## config.mk

```make
export PLATFORM = sky130hd
export DESIGN_NAME = bus_frame_decoder
export DESIGN_NICKNAME = d
export VERILOG_FILES = /design/src/rtl/bus_pkg.sv /design/src/rtl/bus_frame_sampler.sv /design/src/rtl/bus_frame_decoder.sv
export SDC_FILE = /design/constraint.sdc
export NUM_CORES = 1
export LEC_CHECK = 0
export BUFFER_PORTS_ARGS = -buffer_cell sky130_fd_sc_hd__buf_2
export CORE_MARGIN = 2
export CORE_UTILIZATION = 46
export DETAILED_ROUTE_END_ITERATION = 8
export PLACE_DENSITY = 0.74
export RECOVER_POWER = 25
export SLEW_MARGIN = 10
export SYNTH_ARGS = -nofsm -noshare
export SYNTH_HDL_FRONTEND = slang
export SYNTH_SLANG_ARGS = --single-unit
```

## constraint.sdc

```tcl
create_clock -name clk -period 1.6 [get_ports clk]
set_input_delay 0.08 -clock clk [delete_from_list [all_inputs] [get_ports clk]]
set_output_delay 0.08 -clock clk [all_outputs]
set_load 0.05 [all_outputs]
```

## src/rtl/bus_pkg.sv

```systemverilog
// Shared types for the multiplexed CPU bus frame decoder.
// Bus byte width, phase codes, request FSM states, control bit indices.
package bus_pkg;

    localparam int BUS_W  = 8;
    localparam int ADDR_W = 16;

    localparam int RW_BIT   = 0;
    localparam int SYNC_BIT = 1;

    typedef enum logic [1:0] {
        PH_LO  = 2'd0,
        PH_HI  = 2'd1,
        PH_CTL = 2'd2
    } phase_t;

    typedef enum logic [1:0] {
        IDLE = 2'd0,
        REQ  = 2'd1,
        RESP = 2'd2
    } state_t;

endpackage

```

## src/rtl/bus_frame_sampler.sv

```systemverilog
// Phase counter and lo/hi/ctl capture for the multiplexed bus stream.
// Pulses frame_valid the cycle after each committed phase-0 sample.
module bus_frame_sampler
    import bus_pkg::*;
#(
    parameter int DATA_W = bus_pkg::BUS_W,
    parameter int ADDR_W = bus_pkg::ADDR_W
) (
    input  logic              clk,
    input  logic              rst_n,
    input  logic [DATA_W-1:0] bus_in,
    output logic              frame_valid,
    output logic [ADDR_W-1:0] addr,
    output logic              rw,
    output logic              sync
);

    logic [1:0]        ph;
    logic [DATA_W-1:0] lo;
    logic [DATA_W-1:0] hi;
    logic              first_frame;

    // bus_in lags the producer by one clk, so the byte of phase p
    // is captured while the counter already reads p+1.
    always_ff @(posedge clk or negedge rst_n) begin
        if (!rst_n) begin
            ph          <= PH_LO;
            lo          <= '0;
            hi          <= '0;
            addr        <= '0;
            rw          <= 1'b0;
            sync        <= 1'b0;
            first_frame <= 1'b1;
            frame_valid <= 1'b0;
        end else begin
            frame_valid <= 1'b0;
            case (ph)
                PH_LO: begin
                    ph <= PH_HI;
                    if (first_frame) begin
                        first_frame <= 1'b0;
                    end else begin
                        rw          <= bus_in[RW_BIT];
                        sync        <= bus_in[SYNC_BIT];
                        addr        <= {hi, lo};
                        frame_valid <= 1'b1;
                    end
                end
                PH_HI: begin
                    ph <= PH_CTL;
                    lo <= bus_in;
                end
                PH_CTL: begin
                    ph <= PH_LO;
                    hi <= bus_in;
                end
                default: ph <= PH_LO;
            endcase
        end
    end

endmodule

```

## src/rtl/bus_frame_decoder.sv

```systemverilog
// Rebuilds CPU bus frames and runs a req/ack transaction per frame.
// Optional duplicate-frame suppression: BUS_FRAME_DEDUP_EN.
module bus_frame_decoder
    import bus_pkg::*;
#(
    parameter int ADDR_W      = bus_pkg::ADDR_W,
    parameter int DATA_W      = bus_pkg::BUS_W,
    parameter int ACK_TIMEOUT = 6
) (
    input  logic              clk,
    input  logic              rst_n,
    input  logic [DATA_W-1:0] bus_in,
    input  logic [DATA_W-1:0] cpu_dout,
    input  logic [DATA_W-1:0] cpu_oe,
    output logic [DATA_W-1:0] cpu_din,
    output logic              frame_valid,
    output logic [ADDR_W-1:0] addr,
    output logic              rw,
    output logic              sync,
    output logic              mem_req,
    output logic              mem_we,
    output logic [ADDR_W-1:0] mem_addr,
    output logic [DATA_W-1:0] mem_wdata,
    input  logic              mem_ack,
    input  logic [DATA_W-1:0] mem_rdata,
    output logic              overrun
);

    localparam int WD_W = $clog2(ACK_TIMEOUT + 1) + 1;

    state_t            state;
    state_t            state_nxt;
    logic [WD_W-1:0]   wd;
    logic [DATA_W-1:0] rdata_q;
    logic              fwd;
    logic              accept;
    logic              timeout;

    bus_frame_sampler #(
        .DATA_W(DATA_W),
        .ADDR_W(ADDR_W)
    ) u_sampler (
        .clk        (clk),
        .rst_n      (rst_n),
        .bus_in     (bus_in),
        .frame_valid(frame_valid),
        .addr       (addr),
        .rw         (rw),
        .sync       (sync)
    );

`ifdef BUS_FRAME_DEDUP_EN
    logic [ADDR_W+1:0] last;
    logic              dup;

    // A write carrying new data is always forwarded.
    assign dup = ({addr, rw, sync} == last)
               && !(!rw && (cpu_dout != mem_wdata));
    assign fwd = frame_valid && !dup;

    always_ff @(posedge clk or negedge rst_n) begin
        if (!rst_n) begin
            last <= '0;
        end else if (accept) begin
            last <= {addr, rw, sync};
        end
    end
`else
    assign fwd = frame_valid;
`endif

    assign accept  = fwd && (state == IDLE);
    assign timeout = (wd == WD_W'(ACK_TIMEOUT));
    assign mem_req = (state == REQ);

    always_ff @(posedge clk or negedge rst_n) begin
        if (!rst_n) begin
            state <= IDLE;
        end else begin
            state <= state_nxt;
        end
    end

    always_comb begin
        state_nxt = state;
        unique case (state)
            IDLE: if (fwd) state_nxt = REQ;
            REQ: begin
                if (mem_ack) begin
                    state_nxt = RESP;
                end else if (timeout) begin
                    state_nxt = IDLE;
                end
            end
            RESP:    state_nxt = IDLE;
            default: state_nxt = IDLE;
        endcase
    end

    always_ff @(posedge clk or negedge rst_n) begin
        if (!rst_n) begin
            wd        <= WD_W'(1);
            rdata_q   <= '0;
            cpu_din   <= '0;
            mem_we    <= 1'b0;
            mem_addr  <= '0;
            mem_wdata <= '0;
            overrun   <= 1'b0;
        end else begin
            if (accept) begin
                mem_addr <= addr;
                mem_we   <= ~rw;
                if (&cpu_oe) begin
                    mem_wdata <= cpu_dout;
                end
            end
            // Watchdog reads 1 on the first REQ cycle.
            wd <= (state == REQ) ? wd + WD_W'(1) : WD_W'(1);
            if (state == REQ && mem_ack) begin
                rdata_q <= mem_rdata;
            end
            if (state == RESP && !mem_we) begin
                cpu_din <= rdata_q;
            end
            if ((fwd && state != IDLE)
                || (state == REQ && !mem_ack && timeout)) begin
                overrun <= 1'b1;
            end
        end
    end

endmodule
```

==> results.py <==
metrics = {
    "power": {
        "power_uw": 5310,
        "ir_drop_uv": 728,
        "seq_power_share_pct": 48.7,
        "internal_power_uw": 3530,
        "leakage_uw": 0.00206,
        "power_frac_clock_pct": 24.8,
        "swShare_pct": 33.5,
        "p_per_area_nw_per_um2": 1220,
        "combPwrFrac_pct": 26.5,
        "p_sw_uw": 1780,
    },
    "die": {
        "ios": 89,
        "start_util_pct": 47.6,
        "row_count": 30,
        "die_area_um2": 7720,
        "die_w_um": 87.9,
        "core_um2": 6790,
        "die_h_um": 87.9,
    },
    "worst_setup_path": {
        "cp.required_ns": 1.82,
        "worstPathMaxFanout": 4,
        "critical-path-max-stage-delay_ns": 0.41,
        "path_delay_family": "simple AND/OR/NAND/NOR gates",
        "startpoint": "state[0]$_DFFE_PN0P_",
        "r2r_slack_ns": 0.06,
        "crit_buf_inv": 1,
        "rr_worst_depth": 4,
        "worstSetupEndpoint": "mem_wdata[7]$_DFFE_PN0P_",
        "critPathKind": "register to register",
        "crit_chain": "or3b_4 > nor3_4 > buf_6 > mux2_2",
        "end_kind": "register",
        "r2r-start": "state[0]$_DFFE_PN0P_",
        "cp.arrival_ns": 1.76,
        "crit_path_top_delay_cell": "or3b_4",
        "cp-start-kind": "register",
        "path_depth": 4,
        "r2r_end": "mem_wdata[7]$_DFFE_PN0P_",
    },
    "global_route": {
        "grt_start_max_net_pins": 42,
        "grt_pass1_wl_um": 9760,
        "globalRouteOverflowTotal": 0,
        "antenna_found_initial": 0,
        "grt_usage_pct": 16.6,
        "grt_pass1_vias": 2033,
    },
    "placed_design": {
        "portBuffers": 88,
        "placed_cell_area_um2": 3900,
        "pre_cts_ws_ns": -0.0392,
        "dp_hpwl_um": 4130,
        "gp_congestion": 0.739,
    },
    "cells_and_area": {
        "drive_gt1_share_pct": 59.8,
        "multi_input_area_um2": 1050,
        "fillers": 531,
        "antenna_cells": 0,
        "regArea_um2": 2160,
        "area_growth_syn_to_layout_pct": 34.3,
        "fin_area_um2": 4350,
        "layout.nets": 369,
    },
    "sta": {
        "timing.fmax_mhz": 649,
        "finalSetupViolCount": 0,
        "final.setup.worst_slack_ns": 0.0601,
        "rsz0062_at_grt": "yes",
        "worstMarginPinSlew_ns": 1.04,
        "tns_ns": 0,
        "period_minus_slack_ns": 1.54,
        "drv_slew": 0,
        "clock_skew_ns": 0.0105,
        "slew-limit-headroom_pct": 30.4,
        "fin_crit_sh_pct": 96.2,
        "timing_hold_violations_final": 0,
    },
    "logic_synthesis": {
        "ys_seq_area_share_pct": 66.6,
        "synthTopCellsByArea": "dfrtp_1 65%, mux2_2 26%, dfstp_2 1.6%, ha_1 0.77%, nor2_1 0.70%",
        "yosysTopAreaCell": "dfrtp_1",
        "yosysMostFrequentCell": "dfrtp_1",
        "synth_top_area_share_pct": 65.0,
        "syn-cell-area_um2": 3240,
        "synth_ff_type": "dfrtp_1",
        "avgSynthCellArea_um2": 16.4,
        "postSynth.asyncResetShare_pct": 100,
        "ys_ff_latch": 86,
        "synth-edff-count": 0,
        "synth_warnings": 0,
        "synth_common_cells": "84 x dfrtp_1, 74 x mux2_2, 6 x nor2_1",
        "synth_fp_nets": 234,
        "synth.distinct_cells": 25,
        "syn_inst": 197,
    },
    "routing": {
        "wl_per_cell_um": 13.8,
        "drc": 0,
        "vias": 2064,
        "first_pass_iters": 4,
        "ant_nets": 0,
        "drt_iter0_drc": 70,
        "vias_per_cell": 4.78,
        "wirelength_um": 5940,
    },
    "clock_network": {
        "cts_buffers": 9,
        "clk_pin_slew_ns": 0.08,
        "tritoncts": "yes",
        "clkLatencyLatePin_ns": 0.34,
        "clock-sinks": 86,
        "cts-root-buf": "clkbuf_8",
        "htree_levels": 3,
        "clock_path_buffers": 2,
    },
    "min_path": {
        "hold_path_class": "input pin to register",
    },
    "run": {
        "cap_violations": 0,
    },
    "run_status": {
        "status": "finished, final reports clean",
    },
}
## worst register-to-register path: stages, from the launching register on
cell     delay (ns)
dfrtp_1        0.38
or3b_4         0.41
nor3_4         0.16
buf_6          0.14
mux2_2         0.33
## placed cells by master, fill, tap and decap left out, types with 2 or more instances in the layout
cell	netlist	routed
buf_2	0	87
buf_4	2	13
buf_6	1	2
clkbuf_8	0	11
clkinv_2	0	3
clkinvlp_4	0	2
dfrtp_1	84	83
dlygate4sd3_1	0	25
ha_1	2	2
inv_1	3	2
mux2_2	74	74
nand2_1	3	2
nand4_1	2	2
nor2_1	6	6
nor2b_1	3	3
nor3_4	1	2
## kinds of logic (layout without fill, tap and decap cells)
group,after synthesis,in the layout,synth area share [%]
flops,86,86,66.6
xor+xnor,2,2,0.541
buf+inv,8,147,1.39
mux,74,74,25.8
fa+ha+maj,2,2,0.773
compound gates,4,4,0.773
simple gates,21,21,4.18
## routing by layer
metal	vias to the layer above	wire (um)	global-route usage [%]	share of wire (%)
met5	-	0	0	0
met4	0	48	3.36	0.81
met3	7	365	6.60	6.1
met2	61	2980	26.9	50
met1	1038	2550	21.4	43
li1	958	-	-	-
## state kept, by name (all words and copies together) (netlist names)
name                   count
u_sampler.sync             1
cpu_din                    8
wd                         4
mem_addr                  16
u_sampler.ph               2
rdata_q                    8
mem_we                     1
u_sampler.addr            16
overrun                    1
mem_wdata                  8
u_sampler.rw               1
u_sampler.first_frame      1
u_sampler.frame_valid      1
u_sampler.lo               8
u_sampler.hi               8
state                      2
## power by group through the flow
stage	Sequential, uW	Clock [uW]	Combinational (uW)
2_1_floorplan	3300	0	331
3_3_place_gp	2620	0	1360
3_5_place_dp	2630	0	1370
4_1_cts	2590	1370	1420
5_1_grt	2620	1470	1500
6_report	2590	1320	1410
## repair_timing
item                                    in CTS  in global routing
resized for setup                            0                  2
pin swaps                                    1                  2
hold buffers                                24                  1
buffers inserted                             2                  0
endpoints found under the hold margin       66                  2
endpoints found under the setup margin       8                  8
cloned                                       0                  0
## final cells by class
cell class / count / share of cell area [%]
clock inverters: 4 / 0.518
flip-flops and latches: 86 / 49.6
well taps: 96 / 2.76
clock buffers: 11 / 3.48
multi-input cells: 103 / 24.2
repair buffers: 129 / 19.1
inverters: 3 / 0.346
## metrics by stage
step                      std cells  hold WS [ns]  utilization [%]
after floorplan                 197        -0.216                -
after global placement          390        0.0917             57.4
after detailed placement        390        0.0951             57.4
after CTS                       431       0.00236             63.7
after global routing            432       0.00446             64.0
final                           432        0.0276             64.0
## worst min-delay path by stage
stage | from | to | slack, ns | depth (start not counted)
2_1_floorplan | rst_n | cpu_din[0]$_DFFE_PN0P_ | -0.22 | 0
3_3_place_gp | rst_n | overrun$_DFFE_PN0P_ | 0.09 | 1
3_5_place_dp | rst_n | overrun$_DFFE_PN0P_ | 0.1 | 1
4_1_cts | bus_in[0] | u_sampler.rw$_DFFE_PN0P_ | 0.002 | 2
5_1_grt | bus_in[1] | u_sampler.sync$_DFFE_PN0P_ | 0.004 | 2
6_report | bus_in[1] | u_sampler.sync$_DFFE_PN0P_ | 0.03 | 2
Power figures use the tool's default switching activity.
